==> src/rtl/crc_stream_gen.sv <==
// crc_stream_gen
//   Serial CRC generator/appender sitting between the bit-stream encoder and
//   the bit stuffer. Each packet passes HDR_BITS uncovered header bits, then
//   (token) a CRCA_W-bit CRC or (data) a CRCB_W-bit CRC over the body, or
//   (handshake) no CRC. The complemented CRC is appended MSB-first. All bits
//   pass through a FIFO_DEPTH-bit FIFO so bit-stuffer pauses never drop data.
//
//   Optional build macro CRC_ERR_INJECT_EN: adds input inj_err, sampled when
//   the FSM enters APPEND; when set, the last appended CRC bit is inverted.
//
// Ports
//   clk, rst     clock, synchronous active-high reset
//   pkt_in[1:0]  packet type sampled in IDLE: 01 token, 11 data, 10 handshake
//   s_in/s_valid input bit stream; a bit is taken when s_valid & s_ready
//   endr         marks the accepted bit as the last raw bit of the packet
//   s_ready      FIFO not full and FSM in HDR/BODY
//   pause        bit-stuffer stall, blocks FIFO reads
//   s_out        FIFO head bit
//   s_out_valid  s_out is consumed this cycle
//   start_b      one-cycle pulse when packet output begins
//   endb         one-cycle pulse after the last packet bit left the FIFO
//   err          one-cycle pulse: endr inside the header of a token/data packet
module crc_stream_gen #(
   parameter int                FIFO_DEPTH   = 32,
   parameter int                HDR_BITS     = 16,
   parameter int                START_THRESH = 16,
   parameter int                CRCA_W       = 5,
   parameter logic [CRCA_W-1:0] CRCA_POLY    = 5'h05,
   parameter int                CRCB_W       = 16,
   parameter logic [CRCB_W-1:0] CRCB_POLY    = 16'h8005
) (
   input  logic       clk,
   input  logic       rst,
   input  logic [1:0] pkt_in,
   input  logic       s_in,
   input  logic       s_valid,
   input  logic       endr,
   output logic       s_ready,
   input  logic       pause,
`ifdef CRC_ERR_INJECT_EN
   input  logic       inj_err,
`endif
   output logic       s_out,
   output logic       s_out_valid,
   output logic       start_b,
   output logic       endb,
   output logic       err
);

   localparam int AW = $clog2(FIFO_DEPTH);
   localparam int CW = AW + 1;
   localparam int HW = $clog2(HDR_BITS + 1);
   // append index must cover the wider of the two CRCs
   localparam int IW = $clog2(((CRCB_W > CRCA_W) ? CRCB_W : CRCA_W) + 1);

   typedef enum logic [2:0] {S_IDLE, S_HDR, S_BODY, S_APPEND, S_DRAIN} state_t;

   state_t              state;
   logic [1:0]          pkt_type;
   logic [HW-1:0]       hdr_cnt;
   logic [IW-1:0]       app_idx;
   logic [CRCA_W-1:0]   crc_a;
   logic [CRCB_W-1:0]   crc_b;
   logic                started;
`ifdef CRC_ERR_INJECT_EN
   logic                inj_q;
`endif

   logic [FIFO_DEPTH-1:0] mem;
   logic [AW-1:0]         wr_ptr;
   logic [AW-1:0]         rd_ptr;
   logic [CW-1:0]         count;

   logic          full, empty, is_token, is_hs, hdr_last;
   logic          accept, rd, app_wr, wr, wr_bit, app_bit, enter_tail;
   logic [IW-1:0] app_last;
   logic [CW-1:0] cnt_nxt;

   always_comb begin
      full     = (count == CW'(FIFO_DEPTH));
      empty    = (count == '0);
      is_token = (pkt_type == 2'b01);
      is_hs    = (pkt_type == 2'b10);
      hdr_last = (hdr_cnt == HW'(HDR_BITS - 1));
      app_last = is_token ? IW'(CRCA_W - 1) : IW'(CRCB_W - 1);

      s_ready     = ~full & ((state == S_HDR) | (state == S_BODY));
      accept      = s_valid & s_ready;
      rd          = started & ~pause & ~empty;
      s_out_valid = rd;
      s_out       = empty ? 1'b0 : mem[rd_ptr];

      // CRC register is shifted during APPEND, so the MSB is always the next bit
      app_bit = ~(is_token ? crc_a[CRCA_W-1] : crc_b[CRCB_W-1]);
`ifdef CRC_ERR_INJECT_EN
      if (inj_q && (app_idx == app_last)) app_bit = ~app_bit;
`endif
      app_wr = (state == S_APPEND) & ~full;
      wr     = accept | app_wr;
      wr_bit = app_wr ? app_bit : s_in;

      cnt_nxt = count + CW'(wr) - CW'(rd);

      // FSM moves to APPEND or DRAIN this cycle: output must start even if
      // the FIFO never reaches START_THRESH (short packets)
      enter_tail = accept & (((state == S_HDR) & (endr | (hdr_last & is_hs))) |
                             ((state == S_BODY) & endr));
   end

   always_ff @(posedge clk) begin
      if (rst) begin
         state    <= S_IDLE;
         pkt_type <= 2'b00;
         hdr_cnt  <= '0;
         app_idx  <= '0;
         crc_a    <= '1;
         crc_b    <= '1;
         started  <= 1'b0;
         mem      <= '0;
         wr_ptr   <= '0;
         rd_ptr   <= '0;
         count    <= '0;
         start_b  <= 1'b0;
         endb     <= 1'b0;
         err      <= 1'b0;
`ifdef CRC_ERR_INJECT_EN
         inj_q    <= 1'b0;
`endif
      end else begin
         start_b <= 1'b0;
         endb    <= 1'b0;
         err     <= 1'b0;

         if (wr) begin
            mem[wr_ptr] <= wr_bit;
            wr_ptr      <= wr_ptr + 1'b1;
         end
         if (rd) rd_ptr <= rd_ptr + 1'b1;
         count <= cnt_nxt;

         if (~started & ((cnt_nxt >= CW'(START_THRESH)) | enter_tail)) begin
            started <= 1'b1;
            start_b <= 1'b1;
         end

         case (state)
            S_IDLE: begin
               if (pkt_in != 2'b00) begin
                  pkt_type <= pkt_in;
                  crc_a    <= '1;
                  crc_b    <= '1;
                  hdr_cnt  <= '0;
                  state    <= S_HDR;
               end
            end
            S_HDR: begin
               if (accept) begin
                  hdr_cnt <= hdr_cnt + 1'b1;
                  if (is_hs) begin
                     // handshake has no body: it ends with the header
                     if (endr | hdr_last) state <= S_DRAIN;
                  end else if (endr) begin
                     err   <= 1'b1;
                     state <= S_DRAIN;
                  end else if (hdr_last) begin
                     state <= S_BODY;
                  end
               end
            end
            S_BODY: begin
               if (accept) begin
                  if (is_token)
                     crc_a <= {crc_a[CRCA_W-2:0], 1'b0} ^
                              ((s_in ^ crc_a[CRCA_W-1]) ? CRCA_POLY : '0);
                  else
                     crc_b <= {crc_b[CRCB_W-2:0], 1'b0} ^
                              ((s_in ^ crc_b[CRCB_W-1]) ? CRCB_POLY : '0);
                  if (endr) begin
                     app_idx <= '0;
                     state   <= S_APPEND;
`ifdef CRC_ERR_INJECT_EN
                     inj_q   <= inj_err;
`endif
                  end
               end
            end
            S_APPEND: begin
               if (~full) begin
                  if (is_token) crc_a <= {crc_a[CRCA_W-2:0], 1'b0};
                  else          crc_b <= {crc_b[CRCB_W-2:0], 1'b0};
                  app_idx <= app_idx + 1'b1;
                  if (app_idx == app_last) state <= S_DRAIN;
               end
            end
            S_DRAIN: begin
               if (empty & started) begin
                  endb    <= 1'b1;
                  started <= 1'b0;
                  state   <= S_IDLE;
               end
            end
            default: state <= S_IDLE;
         endcase
      end
   end

endmodule
==> config.mk <==
export PLATFORM = sky130hd
export DESIGN_NAME = crc_stream_gen
export DESIGN_NICKNAME = d
export VERILOG_FILES = /design/src/rtl/crc_stream_gen.sv
export SDC_FILE = /design/constraint.sdc
export NUM_CORES = 1
export LEC_CHECK = 0
export ABC_AREA = 1
export BUFFER_PORTS_ARGS = -buffer_cell sky130_fd_sc_hd__buf_2
export CORE_UTILIZATION = 56
export DETAILED_ROUTE_END_ITERATION = 7
export PLACE_DENSITY = 0.79
export SETUP_SLACK_MARGIN = 0.2
export SYNTH_ARGS = -nofsm -noshare
export SYNTH_HDL_FRONTEND = slang
export SYNTH_SLANG_ARGS = --single-unit
==> constraint.sdc <==
create_clock -name clk -period 2.8 [get_ports clk]
set_input_delay 0.56 -clock clk [delete_from_list [all_inputs] [get_ports clk]]
set_output_delay 0.56 -clock clk [all_outputs]
set_load 0.02 [all_outputs]
* After elaboration in Yosys (flattened, before gate mapping)
Cells that the tools add are included.
** Operators by class
- $add $sub $neg :: 6
- Order comparisons :: 4
- Equality and inequality tests :: 22
- Muxes and demuxes :: 48
- Bitwise logic cells :: 29
- Reduce and logical (&&, ||, !) cells :: 15
** Operator list (number)
- 2-to-1 mux 16 bit :: 6
- 2-to-1 mux 5 bit :: 10
- one-hot mux 16 bit (3 select lines) :: 1
- 2-to-1 mux 3 bit :: 12
- bitwise mux 32 bit :: 1
- adder 5 x 1 -> 5 bit (second input constant) :: 4
- inequality test 2 bit (second input constant) :: 10
- one-hot mux 5 bit (2 select lines) :: 2
- XOR 16 bit :: 1
- one-hot mux 3 bit (5 select lines) :: 1
- one-hot mux 5 bit (3 select lines) :: 1
- less-than comparator 5 x 6 -> 1 bit (second input constant) :: 2
- AND reduction 6 bit :: 2
- bitwise AND 1 bit :: 11
- 2-to-1 mux 1 bit :: 11
- AND reduction 9 bit :: 1
- NOT 1 bit :: 8
- adder 6 x 1 -> 6 bit :: 1
- equality test 3 x 2 -> 1 bit (second input constant) :: 2
- equality test 6 bit (second input constant) :: 1
- >= comparator 6 x 5 -> 1 bit (second input constant) :: 1
- logical NOT 6 bit :: 1
- bitwise OR 1 bit :: 6
- nonzero test 2 bit :: 3
- 24 further kinds :: 25
** Storage, ports and cells
- Register bits :: 88
- Output and inout bits :: 6
- Word-level logic and storage cells :: 138

* Logic depth before layout (Yosys ltp)
Gate-level depths: netlist of the first run.
- Depth after elaboration :: 13
- Gate-level depth with buffers :: 22

* Least setup slack after synthesis of the first run
OpenSTA, ideal clock, no wires.
- Path kind :: register -> register
- From :: reg count[2]
- To :: reg started
- Setup time :: 0.109 ns
- Data arrival time :: 2.746 ns
- Data required time :: 2.691 ns
- Setup slack :: -0.055 ns
- Stages on the path, launching flop included :: 22
- Cell sequence :: dfxtp_1 -> inv_1 -> ha_1 -> nand3_1 -> nand3_2 -> nand2_2 -> buf_6 -> inv_2 -> ha_1 -> inv_1 -> ha_1 -> fa_1 -> nand2_1 -> nand2_1 -> a21oi_1 -> inv_1 -> nand2_1 -> nand2_1 -> nor2_1 -> nand3_1 -> nand2_1 -> inv_1
** Between the ends
- Cells in the longest elaborated chain, start to end :: 13
- Elaborated cells on any way between the ends :: 19
- Classes of those cells :: add/sub: 2; order compare: 1; eq/ne: 1; mux: 3; bitwise: 11; reduce/logical: 1
** RTL lines
- start, declared :: line 72 : logic [CW-1:0] count;
- start signal, assigned :: line 139 : count <= cnt_nxt;
- equality test 6 bit :: line 80 : full = (count == CW'(FIFO_DEPTH));
- NOT 1 bit
- bitwise AND 1 bit :: line 87 : s_ready = ~full & ((state == S_HDR) | (state == S_BODY));
- bitwise AND 1 bit :: line 88 : accept = s_valid & s_ready;
- bitwise OR 1 bit :: line 99 : wr = accept | app_wr;
- adder 6 x 1 -> 6 bit :: line 102 : cnt_nxt = count + CW'(wr) - CW'(rd);
- subtractor 6 x 1 -> 6 bit :: line 102
- >= comparator 6 x 5 -> 1 bit :: line 141 : if (~started & ((cnt_nxt >= CW'(START_THRESH)) | enter_tail)) begin
- bitwise OR 1 bit :: line 141
- bitwise AND 1 bit :: line 141
- 2-to-1 mux 1 bit :: line 141
- 2-to-1 mux 1 bit :: line 196 : if (empty & started) begin
- 2-to-1 mux 1 bit (*) :: line 146 : case (state)
- end signal, assigned :: line 118 : started <= 1'b0;
- end signal, assigned :: line 142 : started <= 1'b1;
- end signal, assigned :: line 198 : started <= 1'b0;
- end, declared :: line 64 : logic started;
Every way passes the cells marked *; elsewhere a longest branch is shown, timed or not.
A chain may end at the register's enable or synchronous reset.

* Final worst setup path of the first run
- From :: reg count[3]
- To :: reg started
The elaborated chain is that of the path after synthesis.

==> results.md, run 1 <==
* Status: completed
* #FFs+latches synth at 88
* Die width at 93.1 um
* Worst hold slack at 0.454 ns
* Worst-skew pair later-pin latency at 0.37 ns
* Io pins at 14
* GRT Util Overall at 27.9%
* Total negative setup slack at 0 ns
* Vias per inst at 5.51
* Overflow after GRT at 0
* Area grow syn2layout at 16.9%
* Worst path most repeated cell: nand2_1
* Clock Sinks at 88
* Lkg Pwr at 2.37 nW
* Synth top cells by count: 165 x nand2_1, 148 x nor2_1, 88 x dfxtp_1
* # diodes at 0
* First-pass GRT wire length at 19300 um
* TritonCTS clock tree: built
* CTS Buffer Depth at 2
* Cell depth of the worst flop-to-flop path at 20
* Final Core Density at 68.9%
* Yosys warns at 0
* Worst r2r src: count[3]
* RSZ-0062 raised after global routing: yes
* Kind of critical path: reg2reg
* Asr flop ratio synth at 0%
* Yosys top cell area share at 37.9%
* R2R Setup Slk at 0.23 ns
* Final min period at 2.57 ns
* VDD IR-drop max at 0.572 mV
* CTS Root Cell: clkbuf_8
* Post-route clock skew at 0.0174 ns
* Final Wtd Congestion at 0.877
* Count of cell types in the netlist at 32
* Largest net degree at the start of global routing at 45
* Crit-path max cell delay at 0.35 ns
* CP Cell Sequence: inv_2, ha_4, nand3_4, nand3_4, nand2_4, inv_6, ha_4, inv_2, ha_4, fa_2, nand2_1, nand2_1, a21oi_2, inv_1, nand2_1, nand2_1, nor2_2, nand3_1, nand2_1, inv_1
* CP Max Fanout at 4
* Port Buffer Count at 13
* Fin. Hold Viols at 0
* HPWL Detailed at 7510 um
* Die H at 93.1 um
* Antenna-violating nets left at 0
* Worst slew margin at 68.3%
* Ranking of synthesized cells by area: dfxtp_1 38%, nand2_1 13%, nor2_1 12%
* Peak Freq at 389 MHz
* Hold_sp: pkt_in[0]
* Delay-heaviest family, CP: adder cells
* Core area at 0.00789 mm2
* PD cells at 955 mW/mm2
* Worst-margin pin slew at 0.475 ns
* CP startpoint kind: flop
* CP max-delay cell: dfxtp_2
* Clock transition at path regs at 0.09 ns
* Critical Path Sink Type: flop
* Syn nets at 728
* WL/cell at 13.8 um
* Worst Path Arrival at 2.83 ns
* Hold path depth at 3
* CP required at 3.06 ns
* DRT Pass-1 Iters at 5
* Layout cells sized above 1 at 17.1%
* Drt total wl at 11700 um
* Post-synth EDFFs at 0
* Final period util at 91.8%
* Worst hold path type: in2reg
* DR DRC count at 0
* Post-Syn Instances at 702
* Sequential fraction of the synthesis area at 37.9%
* DIE AREA at 0.00866 mm2
* Nets at 768
* Count leader, synth: nand2_1
* Initial Util at 58.9%
* Number of cell rows at 32
* TritonCTS buffer count at 9
* H-tree level count at 3
* Initial drt markers at 343
* # setup viols final at 0
* Initial antenna violation count at 0
* Synth Cell Area at 0.00465 mm2
* Top_reg_cell synth: dfxtp_1
* Worst hold endpoint: pkt_type[0]
* Final Max Tran Viols at 0
* Max-cap violations at 0
* Vias in the first global route at 4349
* WP buf/inv at 5
* DR vias at 4681
* R2r endpoint: started
* Post-Syn Area per Cell at 6.62 um2
* Leading area contributor after synthesis: dfxtp_1
[metal layers]
| metal | global-route usage [%] | share of wire, % | up-vias |
|---|---|---|---|
| li1 | - | - | 2331 |
| met1 | 32.9 | 43 | 2158 |
| met2 | 48.6 | 50 | 159 |
| met5 | 0 | 0 | - |
| met3 | 5.04 | 5.2 | 33 |
| met4 | 13.2 | 2.5 | 0 |
[sequential cells by signal (all words and copies together) (netlist names)]
| name | cells |
|---|---|
| app_idx | 5 |
| count | 6 |
| crc_a | 5 |
| crc_b | 16 |
| endb | 1 |
| err | 1 |
| hdr_cnt | 5 |
| mem | 32 |
| pkt_type | 2 |
| rd_ptr | 5 |
| start_b | 1 |
| started | 1 |
| state | 3 |
| wr_ptr | 5 |
[cells by family after synthesis]
logic type / share of synthesized area [%]
fa+ha+maj: 5.01
buf+inv: 7.51
simple gates: 36.3
xor+xnor: 0.943
compound gates: 12.3
flops: 37.9
[report_power, final]
| group | internal [mW] | switching (mW) | total [mW] | leakage (nW) |
|---|---|---|---|---|
| clock | 0.532 | 0.472 | 1.00 | 0.117 |
| combinational | 0.971 | 1.51 | 2.48 | 1.54 |
| sequential | 1.51 | 0.195 | 1.70 | 0.720 |
| total | 3.01 | 2.18 | 5.19 | 2.37 |
[metrics by stage]
step | power, mW | instances | setup WS [ns] | area (um2)
6_report | 5.19 | 849 | 0.230 | 5430
5_1_grt | 5.57 | 849 | 0.108 | 5430
4_1_cts | 4.93 | 840 | 0.195 | 5320
3_5_place_dp | 3.68 | 807 | 0.0514 | 4860
3_3_place_gp | 3.59 | 807 | 0.165 | 4860
2_1_floorplan | 3.19 | 702 | 0.151 | 4680
[final cells by class]
cell class | count | area, um2
inverters | 66 | 259
clock inverters | 6 | 91.3
clock buffers | 10 | 138
fillers | 635 | 2460
repair buffers | 51 | 373
multi-input cells | 526 | 2670
well taps | 102 | 128
flip-flops and latches | 88 | 1780
[cell usage in the layout (no fill, tap or decap), types with 3 or more instances in the layout]
master,synthesis,final
o21ai_1,7,7
buf_2,6,12
inv_1,59,54
nand2_4,2,7
dfxtp_2,0,5
nand4_1,10,10
o21ai_0,32,31
ha_4,0,4
nor2_4,2,3
nand3_4,0,3
inv_2,6,8
or2_2,4,4
ha_1,17,13
nor2_1,148,146
nor2_2,14,15
nor3_1,4,4
xor2_1,5,5
buf_4,1,37
o211ai_1,17,17
nand3_1,41,39
nand2_1,165,163
a21oi_1,43,42
clkbuf_8,0,10
dfxtp_1,88,81
[worst min-delay path: stages]
cell and delay [ns]:
buf_2 0.10, nand2_1 0.06, a21oi_1 0.05
[repair_timing]
action	CTS	global route
hold buffers	0	0
buffers inserted	17	9
endpoints found under the setup margin	2	19
pin swaps	16	12
cloned	0	0
gates resized for setup	23	13
[worst max-delay path by stage]
stage / start / to / slack [ns] / depth (start not counted)
after global placement: count[2] / started / 0.16 / 20
after global routing: rd_ptr[1] / s_out / 0.11 / 10
final: count[3] / started / 0.23 / 20
after detailed placement: count[2] / started / 0.05 / 20
after floorplan: state[1] / started / 0.15 / 22
after CTS: count[3] / started / 0.20 / 20
Power figures use the tool's default switching activity.
==> inputs of run 2 (changes only) <==
--- a/config.mk
+++ b/config.mk
@@ -9,5 +9,5 @@
 export BUFFER_PORTS_ARGS = -buffer_cell sky130_fd_sc_hd__buf_2
-export CORE_UTILIZATION = 56
+export CORE_UTILIZATION = 58
 export DETAILED_ROUTE_END_ITERATION = 7
-export PLACE_DENSITY = 0.79
+export PLACE_DENSITY = 0.78
 export SETUP_SLACK_MARGIN = 0.2
==> constraint.sdc (replaced) <==
create_clock -name clk -period 2.7 [get_ports clk]
set_input_delay 0.405 -clock clk [delete_from_list [all_inputs] [get_ports clk]]
set_output_delay 0.405 -clock clk [all_outputs]
set_load 0.02 [all_outputs]
==> run 2 against run 1 <==
Register-to-register slack worse by 0.14 ns. Core utilization up 2.3 points. Critical path depth unchanged. Largest power group unchanged.
==> results.md, run 2 (synthesis results as in run 1) <==
* GRT Util Overall at 27.7% (-0.16 points)
* First-pass GRT wire length at 18800 um (-2.2%)
* Clock transition at path regs at 0.09 ns (about the same)
* Critical Path Sink Type: flop
* Area grow syn2layout at 18.4%
* Drt total wl at 11600 um (-1.3%)
* GRT met3 Usage at 3.85% (-1.2 points)
* Commonest non-fill, non-tap cell in the layout: nand2_1
* CP startpoint kind: flop
* Hold path depth at 3 (unchanged)
* Worst-skew pair later-pin latency at 0.36 ns (about the same)
* Clock Sinks at 88 (unchanged)
* Most flops, register: mem
* Logic pwr share at 47.7% (-0.2 points)
* Die width at 91.5 um (-1.7%)
* WL/cell at 13.6 um (-1.6%)
* # setup viols final at 0 (unchanged)
* Kind of critical path: reg2reg
* Final period util at 96.5% (+4.7 points)
* GR peak layer: met2
* Post-route clock skew at 0.00511 ns (-0.0123 ns)
* Fin. Hold Viols at 0 (unchanged)
* DP Area at 0.00489 mm2 (+0.51%)
* Worst path most repeated cell: nand2_2
* Status: completed
* RSZ-0062 raised after global routing: yes
* TritonCTS clock tree: built
* CP required at 2.95 ns (-0.11 ns)
* R2R Setup Slk at 0.09 ns (-0.14 ns)
* Initial antenna violation count at 0 (unchanged)
* DR vias at 4654 (-0.58%)
* Nets at 771 (+0.39%)
* Net Sw Frac at 41.4% (-0.58 points)
* CP Max Fanout at 3 (-1)
* Top flop regs: mem x32, crc_b x16, count x6
* CTS Buffer Depth at 2 (unchanged)
* Final Power at 5.56 mW (+7.2%)
* Cell depth of the worst flop-to-flop path at 20 (unchanged)
* R2r endpoint: start_b
* Number of cell rows at 32 (unchanged)
* CP max-delay cell: fa_2
* Clock network fraction of total power at 20.6% (+1.3 points)
* Switch Pwr at 2.30 mW (+5.7%)
* Initial drt markers at 198 (-42%)
* CTS Root Cell: clkbuf_8
* Initial Util at 60.1% (+1.2 points)
* Max reg flops at 32 (unchanged)
* Final instance area at 0.00550 mm2 (+1.2%)
* Overflow after GRT at 0 (unchanged)
* Internal power at 3.26 mW (+8.2%)
* H-tree level count at 3 (unchanged)
* PD cells at 1010 mW/mm2 (+5.8%)
* Vias per inst at 5.46 (-0.93%)
* Sequential share of power at 31.7% (-1.1 points)
* Final Wtd Congestion at 0.914 (+4.2%)
* Worst-margin pin slew at 0.644 ns (+0.169 ns)
* Largest net degree at the start of global routing at 37 (-18%)
* Worst r2r src: state[1]
* Port Buffer Count at 13 (unchanged)
* Total negative setup slack at 0 ns (unchanged)
* Antenna-violating nets left at 0 (unchanged)
* Core area at 0.00773 mm2 (-2.0%)
* Global Route met1 Usage at 31.5% (-1.4 points)
* GR Layer Usage met2 at 48.9% (+0.34 points)
* CP Cell Sequence: inv_2, nor2_4, nand2_2, nand2_4, nand3_4, nand2_4, inv_4, ha_4, inv_2, ha_4, fa_2, nand2_1, nand2_1, a21oi_2, inv_1, nand2_2, nand2_2, nor2_2, buf_4, a21oi_1
* Layout cells sized above 1 at 18.4% (+1.3 points)
* Final Max Tran Viols at 0 (unchanged)
* Worst Path Arrival at 2.86 ns (+0.03 ns)
* Final min period at 2.61 ns (+0.0354 ns)
* Worst slew margin at 57.0% (-11 points)
* DR DRC count at 0 (unchanged)
* Vias in the first global route at 4402 (+1.2%)
* Io pins at 14 (unchanged)
* Worst hold endpoint: pkt_type[0]
* Worst hold path type: in2reg
* Lkg Pwr at 2.38 nW (about the same)
* Delay-heaviest family, CP: simple AND/OR/NAND/NOR gates
* Cts hold-fix bufs at 0 (unchanged)
* Hold_sp: pkt_in[0]
* Crit-path max cell delay at 0.36 ns (about the same)
* Most frequent cells in the layout: 162 x nand2_1, 146 x nor2_1, 81 x dfxtp_1, 53 x inv_1, 41 x a21oi_1
* VDD IR-drop max at 0.656 mV (+15%)
* DRT Pass-1 Iters at 5 (unchanged)
* HPWL Detailed at 7390 um (-1.5%)
* # diodes at 0 (unchanged)
* DIE AREA at 0.00837 mm2 (-3.4%)
* Die H at 91.5 um (-1.7%)
* Peak Freq at 384 MHz (-1.4%)
* TritonCTS buffer count at 9 (unchanged)
* WP buf/inv at 5 (unchanged)
* Max-cap violations at 0 (unchanged)
-- run 2: cell types whose count changed in the layout (fill, tap and decap cells not counted), sizes merged --
cell / change
bufinv: +1
buf: +3
clkinv: -3
inv: +1
clkinvlp: +1
-- run 2: worst reg2reg max path, cell delays in order, from the launching register on --
cell	delay (ns)
dfxtp_2	0.34
inv_2	0.06
nor2_4	0.12
nand2_2	0.09
nand2_4	0.08
nand3_4	0.09
nand2_4	0.08
inv_4	0.04
ha_4	0.25
inv_2	0.04
ha_4	0.16
fa_2	0.36
nand2_1	0.07
nand2_1	0.06
a21oi_2	0.14
inv_1	0.08
nand2_2	0.09
nand2_2	0.06
nor2_2	0.11
buf_4	0.12
a21oi_1	0.05
-- run 2: power by group through the flow --
stage	Sequential (mW)	Combinational [mW]	Clock [mW]
final	1.76	2.65	1.15
after global routing	1.79	2.96	1.20
after CTS	1.75	2.30	1.15
after detailed placement	1.76	2.08	0
after global placement	1.75	2.01	0
after floorplan	1.73	1.62	0
-- run 2: metrics by stage --
stage          cells  worst slack [ns]  hold slack (ns)  utilization, %
2_1_floorplan    702            0.0840            0.421               -
3_3_place_gp     807             0.135            0.432            63.2
3_5_place_dp     807            0.0233            0.440            63.2
4_1_cts          837             0.134            0.297            68.8
5_1_grt          852           -0.0778            0.304            71.2
6_report         852            0.0943            0.307            71.2
-- run 2: metal layers --
| metal | vias to the layer above | part of all wire [%] | wire length [um] |
|---|---|---|---|
| li1 | 2336 | - | - |
| met3 | 38 | 3.5 | 400 |
| met5 | - | 0 | 0 |
| met4 | 0 | 3.7 | 428 |
| met2 | 122 | 50 | 5800 |
| met1 | 2158 | 43 | 4920 |
-- run 2: cell type report --
| class | count | area, um2 |
|---|---|---|
| timing repair buffer | 54 | 404 |
| clock buffer | 10 | 138 |
| clock inverter | 6 | 115 |
| fill | 631 | 2230 |
| tap | 102 | 128 |
| inverter | 66 | 256 |
| multi-input combinational | 526 | 2690 |
| sequential | 88 | 1770 |
-- run 2: how the worst max path moves through the flow --
stage             start      end  cells past startpoint
6_report       state[1]  start_b                     20
5_1_grt        state[1]  started                     21
4_1_cts        count[3]  started                     20
3_5_place_dp   count[2]  started                     20
3_3_place_gp   count[2]  started                     20
2_1_floorplan  state[1]  started                     22
-- run 2: repair_timing --
item	CTS	global route
pin swaps	9	13
resized for setup	20	18
endpoints found under the setup margin	2	5
buffers inserted	14	15
